### src/rtl/pc_pkg.sv
// Shared definitions for the program-counter sequencer: next-PC mode encodings.
package pc_pkg;

  localparam int unsigned SelW = 3;

  localparam logic [SelW-1:0] INC_S  = 3'b000;
  localparam logic [SelW-1:0] IMM_S  = 3'b001;
  localparam logic [SelW-1:0] MEM_S  = 3'b010;
  localparam logic [SelW-1:0] REL_S  = 3'b011;
  localparam logic [SelW-1:0] CALL_S = 3'b100;
  localparam logic [SelW-1:0] RET_S  = 3'b101;
  localparam logic [SelW-1:0] HOLD_S = 3'b110;

endpackage

### src/rtl/pc_ras.sv
// Circular return-address stack. A push when full overwrites the oldest entry;
// ovf/unf are single-cycle event indications, made sticky by the parent.
module pc_ras #(
  parameter int unsigned WIDTH     = 16,
  parameter int unsigned RAS_DEPTH = 4
) (
  input  logic             clk,
  input  logic             rst,
  input  logic             push,
  input  logic             pop,
  input  logic [WIDTH-1:0] push_data,
  output logic [WIDTH-1:0] top,
  output logic             empty,
  output logic             full,
  output logic             ovf,
  output logic             unf
);

  localparam int unsigned PtrW = (RAS_DEPTH > 1) ? $clog2(RAS_DEPTH) : 1;
  localparam int unsigned CntW = PtrW + 1;

  localparam logic [PtrW-1:0] PtrOne  = PtrW'(1);
  localparam logic [CntW-1:0] CntOne  = CntW'(1);
  localparam logic [CntW-1:0] FullCnt = CntW'(RAS_DEPTH);

  logic [WIDTH-1:0] mem_q [RAS_DEPTH];
  logic [PtrW-1:0]  ptr_q, ptr_d, top_idx;
  logic [CntW-1:0]  count_q, count_d;

  // ptr_q is the next free slot; the top of stack sits just below it.
  assign top_idx = ptr_q - PtrOne;
  assign top     = mem_q[top_idx];
  assign empty   = (count_q == '0);
  assign full    = (count_q == FullCnt);
  assign ovf     = push & full;
  assign unf     = pop & empty;

  always_comb begin
    ptr_d   = ptr_q;
    count_d = count_q;
    if (push) begin
      ptr_d = ptr_q + PtrOne;
      if (!full) begin
        count_d = count_q + CntOne;
      end
    end else if (pop && !empty) begin
      ptr_d   = top_idx;
      count_d = count_q - CntOne;
    end
  end

  always_ff @(posedge clk or negedge rst) begin
    if (!rst) begin
      ptr_q   <= '0;
      count_q <= '0;
    end else begin
      ptr_q   <= ptr_d;
      count_q <= count_d;
    end
  end

  // Entry storage is not reset; a push held across reset is simply dropped.
  always_ff @(posedge clk) begin
    if (rst && push) begin
      mem_q[ptr_q] <= push_data;
    end
  end

endmodule

### src/rtl/pc_sequencer.sv
// Program-counter sequencer: next-PC select, cnt register and sticky stack error
// flags around a circular return-address stack.
module pc_sequencer
  import pc_pkg::*;
#(
  parameter int unsigned      WIDTH     = 16,
  parameter int unsigned      RAS_DEPTH = 4,
  parameter logic [WIDTH-1:0] RESET_VEC = '0
) (
  input  logic             clk,
  input  logic             rst,
  input  logic             pc_en,
  input  logic [2:0]       sel,
  input  logic [WIDTH-1:0] imm,
  input  logic [WIDTH-1:0] mem_addr,
  input  logic [WIDTH-1:0] disp,
  input  logic             clr_err,
  output logic [WIDTH-1:0] cnt,
  output logic             ras_empty,
  output logic             ras_full,
  output logic             ras_ovf,
  output logic             ras_unf
);

  localparam logic [WIDTH-1:0] One = WIDTH'(1);

  logic [WIDTH-1:0] cnt_q, cnt_d, cnt_inc, ras_top;
  logic             push, pop, ovf_evt, unf_evt;
  logic             ovf_q, ovf_d, unf_q, unf_d;

  assign cnt_inc = cnt_q + One;

  pc_ras #(
    .WIDTH     (WIDTH),
    .RAS_DEPTH (RAS_DEPTH)
  ) u_ras (
    .clk       (clk),
    .rst       (rst),
    .push      (push),
    .pop       (pop),
    .push_data (cnt_inc),
    .top       (ras_top),
    .empty     (ras_empty),
    .full      (ras_full),
    .ovf       (ovf_evt),
    .unf       (unf_evt)
  );

  always_comb begin
    cnt_d = cnt_q;
    push  = 1'b0;
    pop   = 1'b0;
    if (pc_en) begin
      case (sel)
        INC_S:   cnt_d = cnt_inc;
        IMM_S:   cnt_d = imm;
        MEM_S:   cnt_d = mem_addr;
        REL_S:   cnt_d = cnt_q + disp;
        CALL_S: begin
          cnt_d = imm;
          push  = 1'b1;
        end
        RET_S: begin
          pop = 1'b1;
          // Underflow leaves the PC where it is.
          if (!ras_empty) begin
            cnt_d = ras_top;
          end
        end
        default: cnt_d = cnt_q;
      endcase
    end
  end

  // A new error event beats a simultaneous clear.
  always_comb begin
    ovf_d = ovf_evt ? 1'b1 : (clr_err ? 1'b0 : ovf_q);
    unf_d = unf_evt ? 1'b1 : (clr_err ? 1'b0 : unf_q);
  end

  always_ff @(posedge clk or negedge rst) begin
    if (!rst) begin
      cnt_q <= RESET_VEC;
      ovf_q <= 1'b0;
      unf_q <= 1'b0;
    end else begin
      cnt_q <= cnt_d;
      ovf_q <= ovf_d;
      unf_q <= unf_d;
    end
  end

  assign cnt     = cnt_q;
  assign ras_ovf = ovf_q;
  assign ras_unf = unf_q;

endmodule

### config.mk
export PLATFORM = sky130hd
export DESIGN_NAME = pc_sequencer
export DESIGN_NICKNAME = d
export VERILOG_FILES = /design/src/rtl/pc_pkg.sv /design/src/rtl/pc_ras.sv /design/src/rtl/pc_sequencer.sv
export SDC_FILE = /design/constraint.sdc
export NUM_CORES = 1
export LEC_CHECK = 0
export BUFFER_PORTS_ARGS = -buffer_cell sky130_fd_sc_hd__buf_4
export CORE_MARGIN = 2
export CORE_UTILIZATION = 30
export CTS_BUF_LIST = sky130_fd_sc_hd__clkbuf_4
export CTS_CLUSTER_DIAMETER = 150
export DETAILED_ROUTE_END_ITERATION = 8
export GPL_ROUTABILITY_DRIVEN = 0
export PLACE_DENSITY = 0.57
export RECOVER_POWER = 50
export SLEW_MARGIN = 5
export SYNTH_ARGS = -nofsm -noshare
export SYNTH_HDL_FRONTEND = slang
export SYNTH_SLANG_ARGS = --single-unit
### constraint.sdc
create_clock -name clk -period 8.43 [get_ports clk]
set_input_delay 0 -clock clk [delete_from_list [all_inputs] [get_ports clk]]
set_output_delay 0 -clock clk [all_outputs]
set_load 0.02 [all_outputs]
=== Yosys cells after proc, flatten, opt, wreduce, memory -nomap -nowiden ===
Memories as Yosys holds them, arrays and structs flattened.
Cells that the tools add are included.

* Input port bits: 55
* Register bits: 23
* Word-level logic and storage cells: 50
* Output and inout bits: 20
* RAM bits: 64
* Memory bits (read-only): 0
* Bits in latches: 0
* Memories: 1

* Shift-type cells: 0
* Magnitude comparators: 0
* Eq/ne operators: 8
* Multipliers: 0
* $add $sub $neg: 6
* Divide/modulo/power cells: 0
* Bitwise logic cells: 2
* Multiplexer cells: 16
* Reductions and logical operators: 12

{| class="wikitable"
|+ Memory list
! memory !! depth !! bits a word !! rd ports !! clocked after memory_dff !! write ports !! RTL line !! source
|-
| u_ras.mem_q || 4 || 16 || 1 || 0 || 1 || pc_ras.sv:26 || <nowiki>logic [WIDTH-1:0] mem_q [RAS_DEPTH];</nowiki>
|}

{| class="wikitable"
|+ Operators with widths
! kind !! count
|-
| one-hot mux 16 bit (5 select lines) || 1
|-
| adder 16 x 1 -> 16 bit (second input constant) || 1
|-
| adder 16 bit || 1
|-
| two-way mux 16 bit || 1
|-
| equality test 3 bit (second input constant) || 3
|-
| two-way mux 1 bit || 9
|-
| two-way mux 3 bit || 3
|-
| equality test 3 x 2 -> 1 bit (second input constant) || 2
|-
| zero test 3 bit || 2
|-
| nonzero test 2 bit || 3
|-
| nonzero test 5 bit || 1
|-
| two-way mux 2 bit || 2
|-
| != test 2 bit (second input constant) || 2
|-
| adder 3 x 1 -> 3 bit (second input constant) || 1
|-
| equality test 3 x 1 -> 1 bit (second input constant) || 1
|-
| AND reduction 3 bit || 1
|-
| subtractor 3 x 1 -> 3 bit (second input constant) || 1
|-
| adder 2 x 1 -> 2 bit (second input constant) || 1
|-
| AND 1 bit || 2
|-
| logical AND 1 bit || 2
|-
| AND reduction 2 bit || 1
|-
| OR reduction 2 bit || 1
|-
| subtractor 2 x 1 -> 2 bit (second input constant) || 1
|-
| zero test 1 bit || 1
|}

=== Depth between registers and ports, before layout ===
* Depth after elaboration: 6
* Gate-level depth with buffers: 11
* Depth with buffers taken out: 9

=== Modules after synthesis ===
A second synthesis with hierarchy kept.

* Cells, all modules: 494
* Area total of the unflattened synthesis: 5333.9 um^2

{| class="wikitable"
|+ Modules (own cells, without submodules)
! module !! area an instance (um^2) !! seq. area each (um^2) !! instances !! cells an instance
|-
| pc_ras || 2745.1 || 2047.0 || 1 || 130
|-
| pc_sequencer || 2588.7 || 450.4 || 1 || 364
|}

=== Worst setup path after synthesis ===
No wires, ideal clock.

* Path type: reg-to-reg
* Start point: register u_ras.ptr_q[0]
* End point: register cnt_q[14] (netlist: cnt[14])
* Arrival time: 2524 ps
* Path slack: 5780 ps
* Stages on the path, launching flop included: 11
* Clock period less this slack: 2650 ps
* Library setup time: 126 ps
* Path through: dfrtp_1 > buf_4 > buf_2 > inv_1 > ha_1 > buf_2 > buf_1 > mux4_2 > mux2_2 > o22ai_1 > o22ai_1

* Cells in the longest elaborated chain, start to end: 4

{| class="wikitable"
|+ RTL lines
! item !! RTL line !! source
|-
| start, declared || pc_ras.sv:27 || <nowiki>logic [PtrW-1:0] ptr_q, ptr_d, top_idx;</nowiki>
|-
| start signal, assigned || pc_ras.sv:57 || <nowiki>ptr_q <= ptr_d;</nowiki>
|-
| subtractor 2 x 1 -> 2 bit || pc_ras.sv:31 || <nowiki>assign top_idx = ptr_q - PtrOne;</nowiki>
|-
| memory read (4 x 16 bit) || - ||
|-
| two-way mux 16 bit || pc_sequencer.sv:66 || <nowiki>if (!ras_empty) begin</nowiki>
|-
| one-hot mux 16 bit (5 select lines) || pc_sequencer.sv:54 || <nowiki>case (sel)</nowiki>
|-
| end signal, assigned || pc_sequencer.sv:87 || <nowiki>cnt_q <= cnt_d;</nowiki>
|-
| end, declared || pc_sequencer.sv:27 || <nowiki>logic [WIDTH-1:0] cnt_q, cnt_d, cnt_inc, ras_top;</nowiki>
|}

Every way passes these cells. The select of a mux whose other input is x is not followed.
A chain may end at the register's enable or synchronous reset.

=== Worst setup path in the final report ===
* Start point: register u_ras.ptr_q[1]
* End point: register cnt_q[4] (netlist: cnt[4])

The elaborated chain is that of the path after synthesis.

==> results <==
- The run finished with clean final reports.
- Traced cell by cell, the critical path runs through inv_1, ha_1, mux4_2, and3_1, a2111oi_0, dlygate4sd3_1, o21ai_1.
- Data on the critical path is required at its endpoint by about 8.8 ns.
- The final number of hold-violating endpoints is 0.
- For this run the aggregate overflow at the end of global routing stands at 0.
- The top cell family by delay on the critical path is adder cells.
- The critical path is of the flop to flop type.
- 0 antenna diodes ended up in the layout.
- The wire-length estimate of the detail-placed layout is between 10000 and 15000 um.
- The headroom to the max-slew limit is around two fifths.
- Counting along the longest clock path gives a buffer depth of 2.
- Data arrives at the worst endpoint at between 3 and 4 ns.
- The endpoint of the most critical register-to-register path is cnt[4]$_DFFE_PN0P_.
- Derived from the worst setup path, the maximum achievable clock frequency is between 300 and 400 MHz.
- The critical path endpoint is cnt[4]$_DFFE_PN0P_.
- The final hold slack is approximately 0.0053 ns.
- The clock share of power is about 15%.
- The cell row count is 48.
- The synthesized netlist devotes ~13% of its cell area to simple gates.
- For this run, the slowest stage of the critical path takes about 0.9 ns.
- The beginning of the critical path is u_ras.ptr_q[1]$_DFFE_PN0P_.
- The number of gates resized after CTS was 0.
- The post-synthesis mux area share is under 10%.
- Dividing the final minimum period by the clock period gives approximately 37%.
- The I/O pin total is 75.
- Counting flops with a built-in enable in the synthesized netlist gives between 60 and 70.
- The sequential cell area fraction in the yosys report is about 48%.
- STA classifies the critical path endpoint as a flop.
- In the synthesized netlist the dominant register cell turns out to be sky130_fd_sc_hd__edfxtp_1.
- The worst setup path is launched from a flop.
- Excluding fillers, the count of instances in the completed layout stands at 797.
- The vertical extent of the die is ~140 um.
- For flop-to-flop paths, the worst setup slack is 5.32 ns.
- Input and output buffers added on the ports amount to 74.
- The count of routing violations after the opening detailed-route iteration is 591.
- The unique cell type count in the Yosys netlist is 62.
- The adder-cell share of the synthesized area is 5.52%.
- The area growth from synthesis to layout is 17.6%.
- The worst hold path belongs to the class primary input to flop.
- TritonCTS built the clock tree.
- The number of nets in the finished design is roughly 640.
- The slowest stage of the critical path belongs to the cell sky130_fd_sc_hd__ha_1.
- The synthesized netlist occupies a cell area of between 5000 and 6000 um^2.
- Once layout is complete, the utilization of the core stands at 35.9%.
- The clock-pin slew on the worst setup and hold paths is around 0.14 ns.
- The synthesized netlist devotes 4.66% of its cell area to XOR and XNOR gates.
- The actual transition at the worst max-transition pin is approximately 0.9 ns.
- The core region is 17200 um^2.
- The die width is approximately 140 um.
- Of the cells placed in the final design, the portion with a size suffix greater than 1 is 16.1%.
- Max-cap violations in this run came to 0.
- The number of global-route vias before repair is around 4200.
- In this run, CTS created clock tree buffers numbering 9.
- The combinational group share of total power is between 40% and 50%.
- The overall fraction of global-route tracks in use is approximately 17%.
- The async set-or-reset flop fraction in the synthesized netlist is between 20% and 30%.
- The commonest non-fill, non-tap cell in the layout is sky130_fd_sc_hd__edfxtp_1.
- After routing, the total negative slack on setup checks comes to 0 ns.
- In this run switching power makes up about 41% of total power.
- The H-tree generated during clock tree synthesis spans 3 levels.
- The power density over the cells is between 200 and 300 nW/um^2.
- The setup violation total in the final timing report is 0.
- For the finished layout, the period the worst path requires is 3.11 ns.
- The critical path crosses 7 cells after its start point.
- By area, the combinational part of the netlist is dominated by compound AO/OA/AOI/OAI gates.
- In the routed design, unresolved DRC markers number 0.
- Summed over all nets, the switching power comes to about 660 uW.
- The peak supply drop is 0.0984 mV.
- On the final layout, the worst clock skew is around 0.017 ns.
- The count of nets left with antenna violations once routing finished came out at 0.
- After detailed placement, the total cell area comes to between 5000 and 6000 um^2.
- The final number of max-transition violations is 0.
- Cell internal power was estimated by the tool at between 900 and 1000 uW.
- For this block, the via count after detailed routing is 4349.
- The leakage power total is 0.00230 uW.
- The critical-path maximum fanout is 20.
- The final wirelength is between 15000 and 20000 um.
- The die covers 18600 um^2.
- The cell chosen for the clock root is sky130_fd_sc_hd__clkbuf_4.
- Setup repair after global routing left no endpoint under its margin.
- The synthesized area per cell is approximately 11 um^2.
- The number of detailed-routing iterations run before antenna repair is 5.
- Once placement completed, the tool counted placed cells totaling ~760.
- Clock tree synthesis found a total of 87 sinks.
- The startpoint identified for the worst register-to-register timing path is u_ras.ptr_q[1]$_DFFE_PN0P_.
- The number of antenna violations at the first check in global routing is 0.
- The finished cells cover 6180 um^2.
- Per report_power, the sequential group accounts for approximately two fifths of the total.
- Together, buffers and inverters on the worst path number 2.
- In the layout the commonest cells are sky130_fd_sc_hd__edfxtp_1, sky130_fd_sc_hd__buf_4, sky130_fd_sc_hd__a21oi_1, sky130_fd_sc_hd__nor2_1, sky130_fd_sc_hd__nand2_1.
- Entering global routing, the biggest net connects 40 pins.
- The worst register-to-register path has a depth of 7.
- The number of nets in the synthesized netlist is 566.
- The later pin in the worst-skew pair is clocked with a latency of between 0.4 and 0.5 ns.
- The vias per cell is between 5 and 6.
- After synthesis the netlist holds a flip-flop and latch count of 87.
- Once the floorplan was initialized, standard cells occupied 30.5% of the core.
- After technology mapping, the gate count stands at between 400 and 500.
- During synthesis, Yosys emitted a total of 0 warnings.
- After detailed routing, the average wire length per cell comes to about 19 um.
- The first-pass GRT wire length is approximately 23000 um.
- Summing the areas of all compound-gate instances in the mapped netlist gives between 10% and 20% of the synthesized area.
## flip-flops by register name, summed over array words and instances (netlist names)
name and cells:
cnt 16, u_ras.mem_q 64, u_ras.ptr_q 2, ras_unf 1, ras_ovf 1, u_ras.count_q 3
## layer usage
layer | track usage, % | share of wire [%]
met1 | 23.0 | 45
met2 | 26.9 | 47
met3 | 3.88 | 7.1
met4 | 4.34 | 1.4
met5 | 0 | 0
## power groups by stage
stage / clock network [uW] / logic [uW] / registers, uW
2_1_floorplan: 0 / 504 / 635
4_1_cts: 245 / 772 / 620
3_5_place_dp: 0 / 758 / 629
5_1_grt: 264 / 813 / 627
3_3_place_gp: 0 / 743 / 626
6_report: 239 / 740 / 619
## logic make-up after synthesis
kind of cell,Yosys count
flops,87
buf+inv,49
fa+ha+maj,22
mux,27
simple gates,134
xor+xnor,28
compound gates,142
## timing repair
action,CTS,global route
endpoints found under the hold margin,34,0
buffers inserted,0,0
hold buffers,18,0
## worst register-to-register path, cell delays in order, from the launching register on
cell and delay (ns):
sky130_fd_sc_hd__dfrtp_1 0.41, sky130_fd_sc_hd__inv_1 0.08, sky130_fd_sc_hd__ha_1 0.90, sky130_fd_sc_hd__mux4_2 0.42, sky130_fd_sc_hd__and3_1 0.19, sky130_fd_sc_hd__a2111oi_0 0.32, sky130_fd_sc_hd__dlygate4sd3_1 0.62, sky130_fd_sc_hd__o21ai_1 0.06
## final cells by class
type / count / area (um^2)
clock buffer: 9 / 67.6
clock inverter: 7 / 70.1
fill: 1728 / 11100
inverter: 22 / 82.6
multi-input combinational: 353 / 2510
sequential: 87 / 2500
tap: 225 / 282
timing repair buffer: 94 / 672
## cell usage after synthesis (6+ instances only)
library cell | count | area (um^2)
sky130_fd_sc_hd__clkbuf_1 | 14 | 52.6
sky130_fd_sc_hd__nor2_1 | 39 | 146
sky130_fd_sc_hd__o21ai_0 | 20 | 100
sky130_fd_sc_hd__o21a_1 | 6 | 45.0
sky130_fd_sc_hd__nor2b_1 | 6 | 37.5
sky130_fd_sc_hd__xnor2_1 | 11 | 96.3
sky130_fd_sc_hd__mux4_2 | 15 | 338
sky130_fd_sc_hd__inv_1 | 19 | 71.3
sky130_fd_sc_hd__o21ai_1 | 15 | 75.1
sky130_fd_sc_hd__ha_1 | 20 | 250
sky130_fd_sc_hd__o211ai_1 | 6 | 45.0
sky130_fd_sc_hd__nand3_1 | 18 | 90.1
sky130_fd_sc_hd__xor2_1 | 17 | 149
sky130_fd_sc_hd__o22ai_1 | 11 | 68.8
sky130_fd_sc_hd__a21oi_1 | 43 | 215
sky130_fd_sc_hd__a31oi_1 | 7 | 43.8
sky130_fd_sc_hd__dfrtp_1 | 23 | 576
sky130_fd_sc_hd__and3_1 | 8 | 50.1
sky130_fd_sc_hd__edfxtp_1 | 64 | 1920
sky130_fd_sc_hd__nand2_1 | 34 | 128
sky130_fd_sc_hd__mux2i_1 | 6 | 60.1
## per-stage QoR
| step | setup WS (ns) | total power (uW) |
|---|---|---|
| after floorplan | 5.78 | 1140 |
| after global placement | 5.87 | 1370 |
| after detailed placement | 5.76 | 1390 |
| after CTS | 5.37 | 1640 |
| after global routing | 5.21 | 1700 |
| final | 5.32 | 1600 |
## how the worst min path moves through the flow
stage | from | end | slack [ns] | depth (start not counted)
4_1_cts | mem_addr[6] | cnt[6]$_DFFE_PN0P_ | 0.005 | 4
3_5_place_dp | rst | u_ras.count_q[1]$_DFFE_PN0P_ | -0.06 | 1
5_1_grt | sel[0] | cnt[3]$_DFFE_PN0P_ | -0.004 | 3
2_1_floorplan | rst | cnt[0]$_DFFE_PN0P_ | -0.30 | 0
6_report | sel[0] | cnt[3]$_DFFE_PN0P_ | 0.005 | 3
3_3_place_gp | rst | u_ras.count_q[2]$_DFFE_PN0P_ | -0.07 | 1
Note: power is estimated with default switching activity, not from simulation.
